$ cat src/rtl/enum_code_tx.sv
`default_nettype none
// ============================================================================
// Module   : enum_code_tx
// Purpose  : Serial transmitter for 2-bit command codes (A=1, B=2, C=3).
//            Codes enter through a valid/ready handshake, are buffered in a
//            small FIFO and are shifted out LSB-first on an idle-high line as
//            start, D0, D1, [parity], stop. Each bit lasts DIV clock cycles.
// Ports    : clk       - clock, rising edge
//            rst       - asynchronous active-high reset (aborts frame, flushes)
//            in_valid  - in_code is valid
//            in_ready  - FIFO not full (combinational)
//            in_code   - 2-bit code; 0 is illegal
//            tx        - registered serial line, idles high
//            busy      - high while a frame is being shifted
//            bad_code  - one-cycle pulse after code 0 is accepted
//            fifo_cnt  - current FIFO occupancy
// Config   : define ENUM_CODE_TX_PARITY_EN to insert an even-parity bit
//            (frames become 5*DIV cycles instead of 4*DIV).
// Revision : 1.0 - initial release
// ============================================================================
module enum_code_tx #(
    parameter int DIV   = 4,
    parameter int DEPTH = 4
) (
    input  logic                     clk,
    input  logic                     rst,
    input  logic                     in_valid,
    output logic                     in_ready,
    input  logic [1:0]               in_code,
    output logic                     tx,
    output logic                     busy,
    output logic                     bad_code,
    output logic [$clog2(DEPTH):0]   fifo_cnt
);

    localparam int c_AW = $clog2(DEPTH);
    localparam int c_CW = c_AW + 1;
    localparam logic [c_CW-1:0] c_DEPTH_CNT = c_CW'(DEPTH);
    localparam logic [7:0]      c_DIV_LAST  = 8'(DIV - 1);

    localparam logic [2:0] c_S_IDLE  = 3'd0;
    localparam logic [2:0] c_S_START = 3'd1;
    localparam logic [2:0] c_S_D0    = 3'd2;
    localparam logic [2:0] c_S_D1    = 3'd3;
    localparam logic [2:0] c_S_STOP  = 3'd4;
`ifdef ENUM_CODE_TX_PARITY_EN
    localparam logic [2:0] c_S_PAR   = 3'd5;
`endif

    // FIFO storage and pointers
    logic [1:0]       r_mem [DEPTH];
    logic [c_AW-1:0]  r_wr;
    logic [c_AW-1:0]  r_rd;
    logic [c_CW-1:0]  r_cnt;
    logic             r_bad;

    // Serializer state
    logic [2:0]       r_state;
    logic [7:0]       r_timer;
    logic [1:0]       r_data;
    logic             r_tx;
    logic             r_busy;

    logic             w_full;
    logic             w_accept;
    logic             w_push;
    logic             w_pop;
    logic             w_last;
    logic [1:0]       w_head;

    // Ready depends only on occupancy: a pop on the same edge never lets a
    // new code through while full.
    assign w_full   = (r_cnt == c_DEPTH_CNT);
    assign in_ready = !w_full;
    assign w_accept = in_valid && !w_full;
    assign w_push   = w_accept && (in_code != 2'd0);
    assign w_last   = (r_timer == c_DIV_LAST);
    assign w_head   = r_mem[r_rd];

    // Pop when idle, or on the final stop-bit cycle so the next start bit
    // follows with no idle gap.
    assign w_pop = (r_cnt != '0) &&
                   ((r_state == c_S_IDLE) || ((r_state == c_S_STOP) && w_last));

    assign tx       = r_tx;
    assign busy     = r_busy;
    assign bad_code = r_bad;
    assign fifo_cnt = r_cnt;

    // Storage array carries no reset; pointers and count define validity.
    always_ff @(posedge clk) begin
        if (w_push) begin
            r_mem[r_wr] <= in_code;
        end
    end

    always_ff @(posedge clk or posedge rst) begin
        if (rst) begin
            r_wr  <= '0;
            r_rd  <= '0;
            r_cnt <= '0;
            r_bad <= 1'b0;
        end else begin
            r_bad <= w_accept && (in_code == 2'd0);
            if (w_push) begin
                r_wr <= r_wr + 1'b1;
            end
            if (w_pop) begin
                r_rd <= r_rd + 1'b1;
            end
            case ({w_push, w_pop})
                2'b10:   r_cnt <= r_cnt + 1'b1;
                2'b01:   r_cnt <= r_cnt - 1'b1;
                default: r_cnt <= r_cnt;
            endcase
        end
    end

    always_ff @(posedge clk or posedge rst) begin
        if (rst) begin
            r_state <= c_S_IDLE;
            r_timer <= 8'd0;
            r_data  <= 2'd0;
            r_tx    <= 1'b1;
            r_busy  <= 1'b0;
        end else begin
            // Bit timer restarts on every state change; all changes out of
            // a bit state happen on its last cycle.
            if ((r_state == c_S_IDLE) || w_last) begin
                r_timer <= 8'd0;
            end else begin
                r_timer <= r_timer + 8'd1;
            end

            case (r_state)
                c_S_IDLE: begin
                    if (w_pop) begin
                        r_state <= c_S_START;
                        r_data  <= w_head;
                        r_tx    <= 1'b0;
                        r_busy  <= 1'b1;
                    end
                end
                c_S_START: begin
                    if (w_last) begin
                        r_state <= c_S_D0;
                        r_tx    <= r_data[0];
                    end
                end
                c_S_D0: begin
                    if (w_last) begin
                        r_state <= c_S_D1;
                        r_tx    <= r_data[1];
                    end
                end
                c_S_D1: begin
                    if (w_last) begin
`ifdef ENUM_CODE_TX_PARITY_EN
                        r_state <= c_S_PAR;
                        r_tx    <= ^r_data;
`else
                        r_state <= c_S_STOP;
                        r_tx    <= 1'b1;
`endif
                    end
                end
`ifdef ENUM_CODE_TX_PARITY_EN
                c_S_PAR: begin
                    if (w_last) begin
                        r_state <= c_S_STOP;
                        r_tx    <= 1'b1;
                    end
                end
`endif
                c_S_STOP: begin
                    if (w_last) begin
                        if (w_pop) begin
                            r_state <= c_S_START;
                            r_data  <= w_head;
                            r_tx    <= 1'b0;
                        end else begin
                            r_state <= c_S_IDLE;
                            r_tx    <= 1'b1;
                            r_busy  <= 1'b0;
                        end
                    end
                end
                default: begin
                    r_state <= c_S_IDLE;
                    r_tx    <= 1'b1;
                    r_busy  <= 1'b0;
                end
            endcase
        end
    end

endmodule
`default_nettype wire

$ cat config.mk
export PLATFORM = sky130hd
export DESIGN_NAME = enum_code_tx
export DESIGN_NICKNAME = d
export VERILOG_FILES = /design/src/rtl/enum_code_tx.sv
export SDC_FILE = /design/constraint.sdc
export NUM_CORES = 1
export LEC_CHECK = 0
export ABC_CLOCK_PERIOD_IN_PS = 2300
export CAP_MARGIN = 20
export CORE_MARGIN = 4
export CORE_UTILIZATION = 51
export DETAILED_ROUTE_END_ITERATION = 10
export GPL_ROUTABILITY_DRIVEN = 0
export GPL_TIMING_DRIVEN = 0
export PLACE_DENSITY = 0.74
export SLEW_MARGIN = 20
export SYNTH_ARGS = -nofsm -noshare
export SYNTH_HDL_FRONTEND = slang
export SYNTH_SLANG_ARGS = --single-unit
$ cat constraint.sdc
create_clock -name clk -period 2.3 [get_ports clk]
set_clock_uncertainty 0.15 [all_clocks]
set_input_delay 0.345 -clock clk [delete_from_list [all_inputs] [get_ports clk]]
set_output_delay 0.345 -clock clk [all_outputs]
set_load 0.02 [all_outputs]
# ---- Word-level counts from Yosys, hierarchy flattened
# Memories as Yosys holds them, arrays and structs flattened.
# Cells that the tools add are included.
dict set report op_classes {
  n_mux 25
  multipliers 0
  div 0
  reduce_logical 18
  order_cmp 0
  n_bitwise 1
  eq_ne 14
  addsub 5
  shift 0
}
# cell count
set ops {}
lappend ops {{3-bit two-way mux} 5}
lappend ops {{3-bit one-hot mux with 5 select lines} 1}
lappend ops {{1-bit two-way mux} 12}
lappend ops {{2-bit inequality test, second input constant} 6}
lappend ops {{8-bit by 1-bit adder with 8-bit output, second input constant} 1}
lappend ops {{8-bit by 2-bit == test with 1-bit output, second input constant} 1}
lappend ops {{8-bit two-way mux} 1}
lappend ops {{3-bit by 2-bit == test with 1-bit output, second input constant} 2}
lappend ops {{3-bit == test, second input constant} 2}
lappend ops {{3-bit one-hot mux with 2 select lines} 1}
lappend ops {{2-bit nonzero test} 3}
lappend ops {{1-bit logical AND} 5}
lappend ops {{1-bit one-hot mux with 5 select lines} 1}
lappend ops {{5-bit AND reduction} 1}
lappend ops {{2-bit by 1-bit adder with 2-bit output, second input constant} 2}
lappend ops {{2-bit two-way mux} 2}
lappend ops {{2-bit one-hot mux with 2 select lines} 1}
lappend ops {{4-bit AND reduction} 1}
lappend ops {{3-bit by 1-bit adder with 3-bit output, second input constant} 1}
lappend ops {{3-bit by 1-bit == test with 1-bit output, second input constant} 1}
lappend ops {{3-bit zero test} 1}
lappend ops {{1-bit one-hot mux with 3 select lines} 1}
lappend ops {{3-bit nonzero test} 1}
lappend ops {{3-bit OR reduction} 1}
lappend ops {{other kinds (8)} 9}
dict set report totals {
  regBits 23
  romBits 0
  ramBits 8
  output_inout_bits 7
  latch_bits 0
  elab_cells 73
  memories 1
}
# name depth word_bits read_ports rd_clocked_by_memory_dff write_ports line
set memory_table {}
lappend memory_table {r_mem 4 2 1 0 1 51} ;# logic [1:0] r_mem [DEPTH];

# ---- Logic depth before layout (Yosys ltp)
# Gate-level depths: netlist of run 1.
dict set report depth {
  depth_word 7
  mapped_depth 11
  mapped_depth_nobuf 10
}

# ---- Worst setup path after synthesis of run 1
# No wires, ideal clock.
dict set report synth_timing {
  path_type {reg2reg}
  startpoint {reg r_timer[0]}
  endpoint {reg r_cnt[2], in the netlist fifo_cnt[2]}
  period_less_slack_ns 2.541
  path_stages_with_launch 12
  path_slack_ns -0.241
  required_ns 2.017
  t_arrival_ns 2.258
  path_cell_list {dfrtp_1 -> ha_1 -> nor3b_2 -> and2_1 -> buf_6 -> o211ai_4 -> inv_1 -> ha_1 -> fa_1 -> xnor2_1 -> nor2_1 -> xor2_1}
}
dict set report synth_via {
  elab_chain_cells 6
  elab_cells_between_ends 8
}
# element line
set synth_rtl {}
lappend synth_rtl {{start: declaration} 59} ;# logic [7:0] r_timer;
lappend synth_rtl {{start signal: assignment} 132} ;# r_timer <= r_timer + 8'd1;
lappend synth_rtl {{8-bit by 2-bit == test with 1-bit output (*)} 77} ;# assign w_last = (r_timer == c_DIV_LAST);
lappend synth_rtl {{1-bit logical AND (*)} 83} ;# ((r_state == c_S_IDLE) || ((r_state == c_S_STOP) && w_last));
lappend synth_rtl {{1-bit logical OR (*)} 83}
lappend synth_rtl {{1-bit logical AND (*)} 82} ;# assign w_pop = (r_cnt != '0) &&
lappend synth_rtl {{named net w_pop} 67} ;# logic w_pop;
lappend synth_rtl {{2-bit by 1-bit == test with 1-bit output / 2-bit == test (equally long branches)} 111} ;# case ({w_push, w_pop})
lappend synth_rtl {{3-bit one-hot mux with 2 select lines / 2-bit nonzero test (equally long branches)} --}
lappend synth_rtl {{end signal: assignment} 112} ;# 2'b10: r_cnt <= r_cnt + 1'b1;
lappend synth_rtl {{end signal: assignment} 113} ;# 2'b01: r_cnt <= r_cnt - 1'b1;
lappend synth_rtl {{end signal: assignment} 114} ;# default: r_cnt <= r_cnt;
lappend synth_rtl {{end: declaration} 54} ;# logic [c_CW-1:0] r_cnt;
# Mark *: on every way through the listed nets, which the timed path passes. The rest lies on a longest branch.
# A chain may end at the register's enable or synchronous reset.

# ---- Worst setup path in the final report of run 1
dict set report layout_timing {
  startpoint {reg r_timer[1]}
  endpoint {reg r_cnt[2], in the netlist fifo_cnt[2]}
}
# Same word-level chain as after synthesis.

==> results.yml, run 1 <==
outcome:
  status: "finished with violations"
  violations: "setup timing"
sta:
  worst_pin_slew_ps: 882.3
  slew_viol_final: 0
  finalHoldViolCount: 0
  period_share: 1.009
  setup_violations: 1
  period_minus_slack_ps: 2322
  layout_setup_ws_ps: -21.76
  relSlewSlack: 0.4111
  rsz0062_at_grt: "yes"
  fin_hold_ws_ps: 352.4
  fmax_ghz: 0.4307
  setup_tns_ps: -21.76
synth:
  syn_nets: 134
  yosys_warnings: 0
  synth_area_mm2: 0.001499
  synth-edff-count: 8
  ys_seq_area_frac: 0.5451
  synth_area_per_cell_um2: 12.29
  synthDistinctLibCells: 35
  async_reset_ff_frac: 0.7419
  synth_ff_type: "dfrtp_1"
  synth_top_area_frac: 0.3673
  ys_ff_latch: 31
  post-synth-top-area-cell: "dfrtp_1"
  synth_area_leaders: "dfrtp_1 (37%), edfxtp_1 (16%), ha_1 (5.0%)"
  syn_inst: 122
clock_tree:
  cts_max_level: 2
  cts-root-buf: "clkbuf_4"
  cts-buffers-inserted: 5
  cts_tree: "built"
  hold_buffers: 0
  cts_num_sinks: 31
  path_clk_slew_ps: 100
  clk_latency_ps: 320
  cts_buffer_depth: 2
setup_path:
  critPathLaunchType: "flop"
  end_kind: "flop"
  crit_slowest_cell: "dfrtp_1"
  worstSetupPathType: "flop to flop"
  critPathMaxStageDelay_ps: 400
  crit_required_ps: 2390
  crit_fanout: 2
  ff2ff_setup_slack_ps: -20
  worstPathCellList: "ha_2, nor3b_4, and2_4, o211ai_4, inv_2, ha_4, fa_2, xnor2_1, nor2_1, xor2_1"
  crit_arrival_ps: 2410
  crit-reg2reg-capture: "fifo_cnt[2]"
  rr_startpoint: "r_timer[1]"
  worstRegToRegCells: 10
grt:
  grt_start_max_net_pins: 24
  grt_pass1_vias: 974
  grt_first_pass_wirelength_um: 4498
  grt_overflow: 0
  antenna_found_initial: 0
  track_usage: 0.1467
route:
  drtIter0Drc: 30
  dr_total_vias: 982
  viasPerCell: 5.366
  drtAntennaViolNets: 0
  drt_wl_total_um: 2703
  drcViolationCount: 0
  wl_per_cell_um: 14.77
  first_pass_iters: 4
die:
  die_x_um: 62.22
  die_height_um: 62.22
  start_util: 0.5389
  io_pins: 12
  dieArea_mm2: 0.003871
  core-area_mm2: 0.002781
  rows: 19
power:
  p_leak_nw: 0.7830
  vdd_drop_max_mv: 0.8757
  power_mw: 2.262
  powerDensity_mw_per_mm2: 1242
flow_run:
  cap_violations: 0
cells_and_area:
  fin_area_mm2: 0.001822
  insertedDiodeCount: 0
  final_common_cell: "dfrtp_1"
  layout.nets: 163
  area_growth_pct: 21.54
  layout_common_cells: "dfrtp_1 (21), nor2_1 (14), buf_4 (12)"
  instances_no_fill: 183
  drive_gt1_frac: 0.2632
place:
  hpwlAfterDp_um: 1745
  portBuffers: 11
  placedInstanceArea_mm2: 0.001662
  place_inst: 164
hold_path:
  hp-class: "primary input to async pin"
==> repair_timing <==
| item | CTS | global route |
|---|---|---|
| pin swaps | 6 | 7 |
| setup endpoints to repair | 2 | 3 |
| resized for setup | 7 | 3 |
| buffers inserted | 7 | 5 |
==> synth_stat cells, drive strengths merged, types with 2 or more instances <==
library cell	count
mux4	2
and3	3
ha	6
a21oi	4
o21ai	2
xnor2	5
and2	5
nor3	2
inv	7
dfrtp	22
xor2	8
nand3	9
nand2	3
nor2	15
edfxtp	8
o211ai	2
mux2	4
==> final cells by class <==
type / instances / area, µm²
plain buffers: 1 / 3.754
clock buffers: 7 / 45.04
clock inverters: 1 / 5.005
fillers: 217 / 959.7
inverters: 7 / 26.28
multi-input cells: 82 / 681.9
flip-flops and latches: 31 / 818.3
well taps: 31 / 38.79
repair buffers: 23 / 202.7
==> worst max path at each step <==
stage / endpoint / cells after the start / slack, ps / startpoint
after floorplan: fifo_cnt[2] / 11 / -150 / r_timer[0]
after global placement: fifo_cnt[2] / 9 / -300 / in_code[0]
after detailed placement: fifo_cnt[2] / 9 / -390 / in_code[1]
after CTS: fifo_cnt[2] / 10 / -30 / r_timer[0]
after global routing: fifo_cnt[2] / 10 / -100 / r_timer[1]
final: fifo_cnt[2] / 10 / -20 / r_timer[1]
==> layer usage <==
layer	vias to the layer above	GRT usage	routed length [µm]
met1	485	0.1767	1197
met4	0	0.04607	30
met2	11	0.2448	1390
li1	481	-	-
met3	5	0.05045	84
met5	-	0	0
==> critical path: cells and delay by family, from the launching register on <==
| family | cells | cell delay, ps |
|---|---|---|
| xor gates and xnor gates | 2 | 280 |
| AOI/OAI and AO/OA | 1 | 200 |
| and+or+nand+nor | 3 | 470 |
| buffers and inverters | 1 | 70 |
| DFF | 1 | 400 |
| adders and majority gates | 3 | 680 |
==> sequential cells by signal (all words and copies together) (netlist names), 2 cells and up <==
name / count
r_mem: 8
r_wr: 2
r_state: 3
r_timer: 8
r_data: 2
fifo_cnt: 3
r_rd: 2
==> cells by family (layout without fill, tap and decap cells) <==
| group | count (synthesis) | in the layout | synth area share |
|---|---|---|---|
| DFF | 31 | 31 | 0.5451 |
| AOI/OAI and AO/OA | 13 | 13 | 0.06678 |
| buffers and inverters | 9 | 39 | 0.02755 |
| xor gates and xnor gates | 13 | 13 | 0.07596 |
| muxes | 6 | 6 | 0.06511 |
| and+or+nand+nor | 43 | 43 | 0.1561 |
| adders and majority gates | 7 | 7 | 0.06344 |
==> per-stage QoR <==
step / util / setup slack (ps)
6_report: 0.6550 / -21.76
5_1_grt: 0.6550 / -99.70
4_1_cts: 0.6392 / -26.94
3_5_place_dp: 0.5974 / -390.8
3_3_place_gp: 0.5974 / -297.7
2_1_floorplan: - / -153.8
==> power by group <==
part           switching, mW  total, mW  internal, mW
Clock                  0.176      0.295         0.119
Sequential             0.180      0.938         0.759
Combinational          0.481       1.03         0.548
Note: power is estimated with default switching activity, not from simulation.
==> run 2: changes to the inputs <==
--- a/config.mk
+++ b/config.mk
@@ -5,7 +5,7 @@
 export SDC_FILE = /design/constraint.sdc
 export NUM_CORES = 1
 export LEC_CHECK = 0
-export ABC_CLOCK_PERIOD_IN_PS = 2300
+export ABC_CLOCK_PERIOD_IN_PS = 2100
 export CAP_MARGIN = 20
 export CORE_MARGIN = 4
 export CORE_UTILIZATION = 51
==> constraint.sdc (replaced) <==
create_clock -name clk -period 2.1 [get_ports clk]
set_clock_uncertainty 0.15 [all_clocks]
set_input_delay 0.315 -clock clk [delete_from_list [all_inputs] [get_ports clk]]
set_output_delay 0.315 -clock clk [all_outputs]
set_load 0.02 [all_outputs]
==> run 2 against run 1 <==
Compared with the run above:
- the flow still finishes with violations (setup timing)
- sequential share of layout area about the same
- wire length down 0.18%
- maximum frequency up 0.37%
- sequential power up 9.8%
- largest cell class unchanged
- clock power up 9.5%
- setup slack worse by 190 ps
- total power up 9.9%
- cell count unchanged
- critical endpoint unchanged
==> results.yml, run 2 (same netlist as run 1, synthesis figures left out) <==
cells_and_area:
  instances_no_fill: 183
  drive_gt1_frac: 0.2829
  insertedDiodeCount: 0
  layout_common_cells: "dfrtp_1 (20), nor2_1 (13), buf_4 (12)"
  regArea_um2: 819.5
  area_growth_pct: 21.70
  layout.nets: 163
  final_util: 0.6559
  fillers: 215
  reg.largest.list: "r_mem x8, r_timer x8"
  fin_area_mm2: 0.001824
  multiInputGateArea_um2: 686.9
  final_common_cell: "dfrtp_1"
power:
  netSwitchingPower_uw: 919.3
  switching_share: 0.3697
  p_leak_nw: 0.7794
  power_mw: 2.487
  p_comb_frac: 0.455
  seqPwrFrac: 0.415
  intPower_mw: 1.568
  power_frac_clock: 0.130
  vdd_drop_max_mv: 0.9617
  powerDensity_mw_per_mm2: 1363
route:
  viasPerCell: 5.393
  first_pass_iters: 4
  wl_per_cell_um: 14.74
  drcViolationCount: 0
  drtIter0Drc: 36
  dr_total_vias: 987
  drtAntennaViolNets: 0
  drt_wl_total_um: 2698
sta:
  period_share: 1.102
  fin_hold_ws_ps: 322.7
  fmax_ghz: 0.4323
  finalHoldViolCount: 0
  setup_tns_ps: -374.3
  rsz0062_at_grt: "yes"
  period_minus_slack_ps: 2313
  worst_pin_slew_ps: 883.1
  layout_setup_ws_ps: -213.3
  relSlewSlack: 0.4106
  setup_violations: 2
  slew_viol_final: 0
place:
  hpwlAfterDp_um: 1745
  portBuffers: 11
  place_inst: 164
  pre_cts_ws_ps: -560.8
  placedInstanceArea_mm2: 0.001662
clock_tree:
  cts_tree: "built"
  cts_buffer_depth: 2
  cts-buffers-inserted: 5
  cts-root-buf: "clkbuf_4"
  hold_buffers: 0
  path_clk_slew_ps: 100
  cts_max_level: 2
  clk_latency_ps: 320
  cts_num_sinks: 31
setup_path:
  rr_startpoint: "r_timer[1]"
  end_kind: "flop"
  startpoint: "r_timer[1]"
  worstPathCellList: "ha_2, nor3b_4, and2_4, o211ai_4, inv_2, ha_4, fa_2, xnor2_1, nor2_1, xor2_1"
  crit_arrival_ps: 2400
  critPathLaunchType: "flop"
  crit_required_ps: 2190
  crit_fanout: 2
  ff2ff_setup_slack_ps: -210
  worstSetupPathType: "flop to flop"
  crit_slowest_cell: "dfrtp_1"
  critPathMaxStageDelay_ps: 400
die:
  die_height_um: 62.22
  rows: 19
  core-area_mm2: 0.002781
  die_x_um: 62.22
  io_pins: 12
  dieArea_mm2: 0.003871
  start_util: 0.5389
grt:
  antenna_found_initial: 0
  grt_start_max_net_pins: 24
  track_usage: 0.1467
  grt_overflow: 0
  grt_pass1_vias: 974
  grt_first_pass_wirelength_um: 4498
outcome:
  status: "finished with violations"
  violations: "setup timing"
hold_path:
  hp-class: "primary input to async pin"
flow_run:
  cap_violations: 0
[run 2: area by class of cell]
| class | count | share of cell area |
|---|---|---|
| Sequential cell | 31 | 0.4492 |
| Buffer | 1 | 0.002058 |
| Multi-Input combinational cell | 82 | 0.3765 |
| Tap cell | 31 | 0.02126 |
| Clock inverter | 1 | 0.002743 |
| Inverter | 7 | 0.01440 |
| Clock buffer | 7 | 0.02469 |
| Timing Repair Buffer | 23 | 0.1091 |
[run 2: metal layers]
metal  part of all wire  global-route usage  wire length, µm
met1               0.44              0.1767             1194
met2               0.51              0.2448             1389
met3              0.031             0.05045               84
met4              0.011             0.04607               30
met5                  0                   0                0
[run 2: path summary, 6_finish.rpt]
path / to / cells after the start
max: fifo_cnt[2] / 10
min: r_wr[0] / 2
max in group asynchronous: fifo_cnt[0] / 2
max reg2reg: fifo_cnt[2] / 10
min reg2reg: r_rd[1] / 1
min in group clk: r_rd[1] / 1
[run 2: what timing repair did]
| item | CTS | global route |
|---|---|---|
| pin swaps | 6 | 7 |
| setup buffers | 7 | 5 |
| endpoints found under the setup margin | 4 | 2 |
| gates resized for setup | 8 | 5 |
[run 2: power by group through the flow]
| stage | sequential, mW | clock, mW | combinational, mW |
|---|---|---|---|
| after CTS | 1.02 | 0.336 | 1.06 |
| final | 1.03 | 0.323 | 1.13 |
| after global placement | 1.03 | 0 | 0.934 |
| after floorplan | 1.06 | 0 | 0.667 |
| after global routing | 1.06 | 0.370 | 1.26 |
| after detailed placement | 1.05 | 0 | 0.963 |
[run 2: critical path, delay by kind of cell, from the launching register on]
| kind | cells | cell delay, ps |
|---|---|---|
| simple gates | 3 | 470 |
| buf+inv | 1 | 70 |
| xor+xnor | 2 | 280 |
| fa+ha+maj | 3 | 680 |
| flops | 1 | 400 |
| compound gates | 1 | 200 |
==> run 3: changes to the inputs <==
--- a/config.mk
+++ b/config.mk
@@ -13,6 +13,7 @@
 export GPL_ROUTABILITY_DRIVEN = 0
 export GPL_TIMING_DRIVEN = 0
 export PLACE_DENSITY = 0.74
+export SKIP_CTS_REPAIR_TIMING = 1
 export SLEW_MARGIN = 20
 export SYNTH_ARGS = -nofsm -noshare
 export SYNTH_HDL_FRONTEND = slang
==> run 3 against run 2 <==
Compared with the run above:
- the run still ends with setup timing left
- combinational power about the same
- non-clock buffer count is 2 lower
- critical endpoint unchanged
- cell count shrank 1.1%
==> results.yml, run 3 (same netlist as run 1, synthesis figures left out) <==
route:
  first_pass_iters: 4
  dr_wl_met2_um: 1288
  wl_met1_um: 1171
  dr_wl_met3_um: 104
  dr_total_vias: 981
  viasPerCell: 5.420
  drt_wl_total_um: 2583
  drtAntennaViolNets: 0
  drcViolationCount: 0
  topRoutingLayerUsed: "met4"
  wl_per_cell_um: 14.27
  drtIter0Drc: 41
sta:
  fmax_ghz: 0.4142
  slew_viol_final: 0
  setup_violations: 2
  relSlewSlack: 0.4158
  period_share: 1.150
  period_minus_slack_ps: 2414
  worst_pin_slew_ps: 875.4
  layout_setup_ws_ps: -314.3
  finalHoldViolCount: 0
  rsz0062_at_grt: "yes"
setup_path:
  critPathLaunchType: "flop"
  crit_family: "adder cells"
  crit_slowest_cell: "dfrtp_1"
  crit_required_ps: 2200
  end_kind: "flop"
  crit_fanout: 4
  worstPathCellList: "ha_4, nor3b_4, and2_4, o211ai_4, inv_2, ha_4, fa_2, xnor2_2, nor2_2, xor2_1"
  cp_num_buf_inv: 1
  cp_common_cell: "ha_4"
  worstSetupPathType: "flop to flop"
  critPathMaxStageDelay_ps: 440
  crit_arrival_ps: 2510
clock_tree:
  cts-buffers-inserted: 5
  cts_tree: "built"
  cts_max_level: 2
  path_clk_slew_ps: 100
  cts_buffer_depth: 2
  clk_latency_ps: 320
  cts_num_sinks: 31
  cts-root-buf: "clkbuf_4"
die:
  die_x_um: 62.22
  core-area_mm2: 0.002781
  rows: 19
  start_util: 0.5389
  io_pins: 12
  die_height_um: 62.22
  dieArea_mm2: 0.003871
grt:
  antenna_found_initial: 0
  grt_first_pass_wirelength_um: 4084
  grt_start_max_net_pins: 24
  grt_overflow: 0
  grt_pass1_vias: 906
  track_usage: 0.1334
outcome:
  status: "finished with violations"
  violations: "setup timing"
hold_path:
  hp-class: "primary input to async pin"
cells_and_area:
  fin_area_mm2: 0.001813
  insertedDiodeCount: 0
  reg.largest.list: "r_mem x8, r_timer x8"
  instances_no_fill: 181
  area_growth_pct: 20.95
  final_common_cell: "dfrtp_1"
  layout_common_cells: "dfrtp_1 (22), nor2_1 (13), clkdlybuf4s50_1 (10), buf_4 (10), nand3_1 (9)"
  layout.nets: 161
  drive_gt1_frac: 0.2467
  final_util: 0.6518
place:
  hpwlAfterDp_um: 1745
  place_inst: 164
  placedInstanceArea_mm2: 0.001662
  portBuffers: 11
power:
  power_mw: 2.478
  p_leak_nw: 0.7744
  powerDensity_mw_per_mm2: 1367
  vdd_drop_max_mv: 1.011
flow_run:
  cap_violations: 0
run 3: report_power, final:
part,switching (mW),internal (mW)
combinational,0.520,0.601
clock,0.192,0.130
sequential,0.206,0.829
run 3: worst reg2reg max path, cell delays in order (launching register included):
cell	delay, ps
dfrtp_1	440
ha_4	200
nor3b_4	150
and2_4	180
o211ai_4	210
inv_2	80
ha_4	180
fa_2	370
xnor2_2	140
nor2_2	120
xor2_1	140
run 3: worst paths after layout:
kind | from | to | slack [ps] | cells past startpoint
min in group clk | r_rd[1] | r_rd[1] | 370 | 1
min | rst | r_timer[6] | 320 | 2
max in group asynchronous | rst | r_data[1] | 940 | 2
max reg2reg | r_timer[0] | fifo_cnt[2] | -310 | 10
min reg2reg | r_rd[1] | r_rd[1] | 370 | 1
max | r_timer[0] | fifo_cnt[2] | -310 | 10
run 3: cell type report:
class                   instances  area [µm²]
fillers                       212       968.4
flip-flops and latches         31       817.0
multi-input cells              82       689.4
repair buffers                 21       187.7
clock buffers                   7       45.04
well taps                      31       38.79
inverters                       7       26.28
clock inverters                 1       5.005
plain buffers                   1       3.754
run 3: per-layer routing:
| metal | vias to the layer above | global-route usage |
|---|---|---|
| met5 | - | 0 |
| met4 | 0 | 0.04336 |
| met3 | 3 | 0.05405 |
| met2 | 16 | 0.2137 |
| met1 | 485 | 0.1625 |
| li1 | 477 | - |
run 3: per-stage QoR:
stage	hold WS, ps	setup slack, ps	setup TNS, ps
floorplan	166.2	-353.8	-682.8
global placement	342.6	-467.7	-923.3
detailed placement	347.3	-560.8	-1162
CTS	341.6	-515.9	-1182
global route	391.5	-393.5	-733.2
finish	317.7	-314.3	-586.3
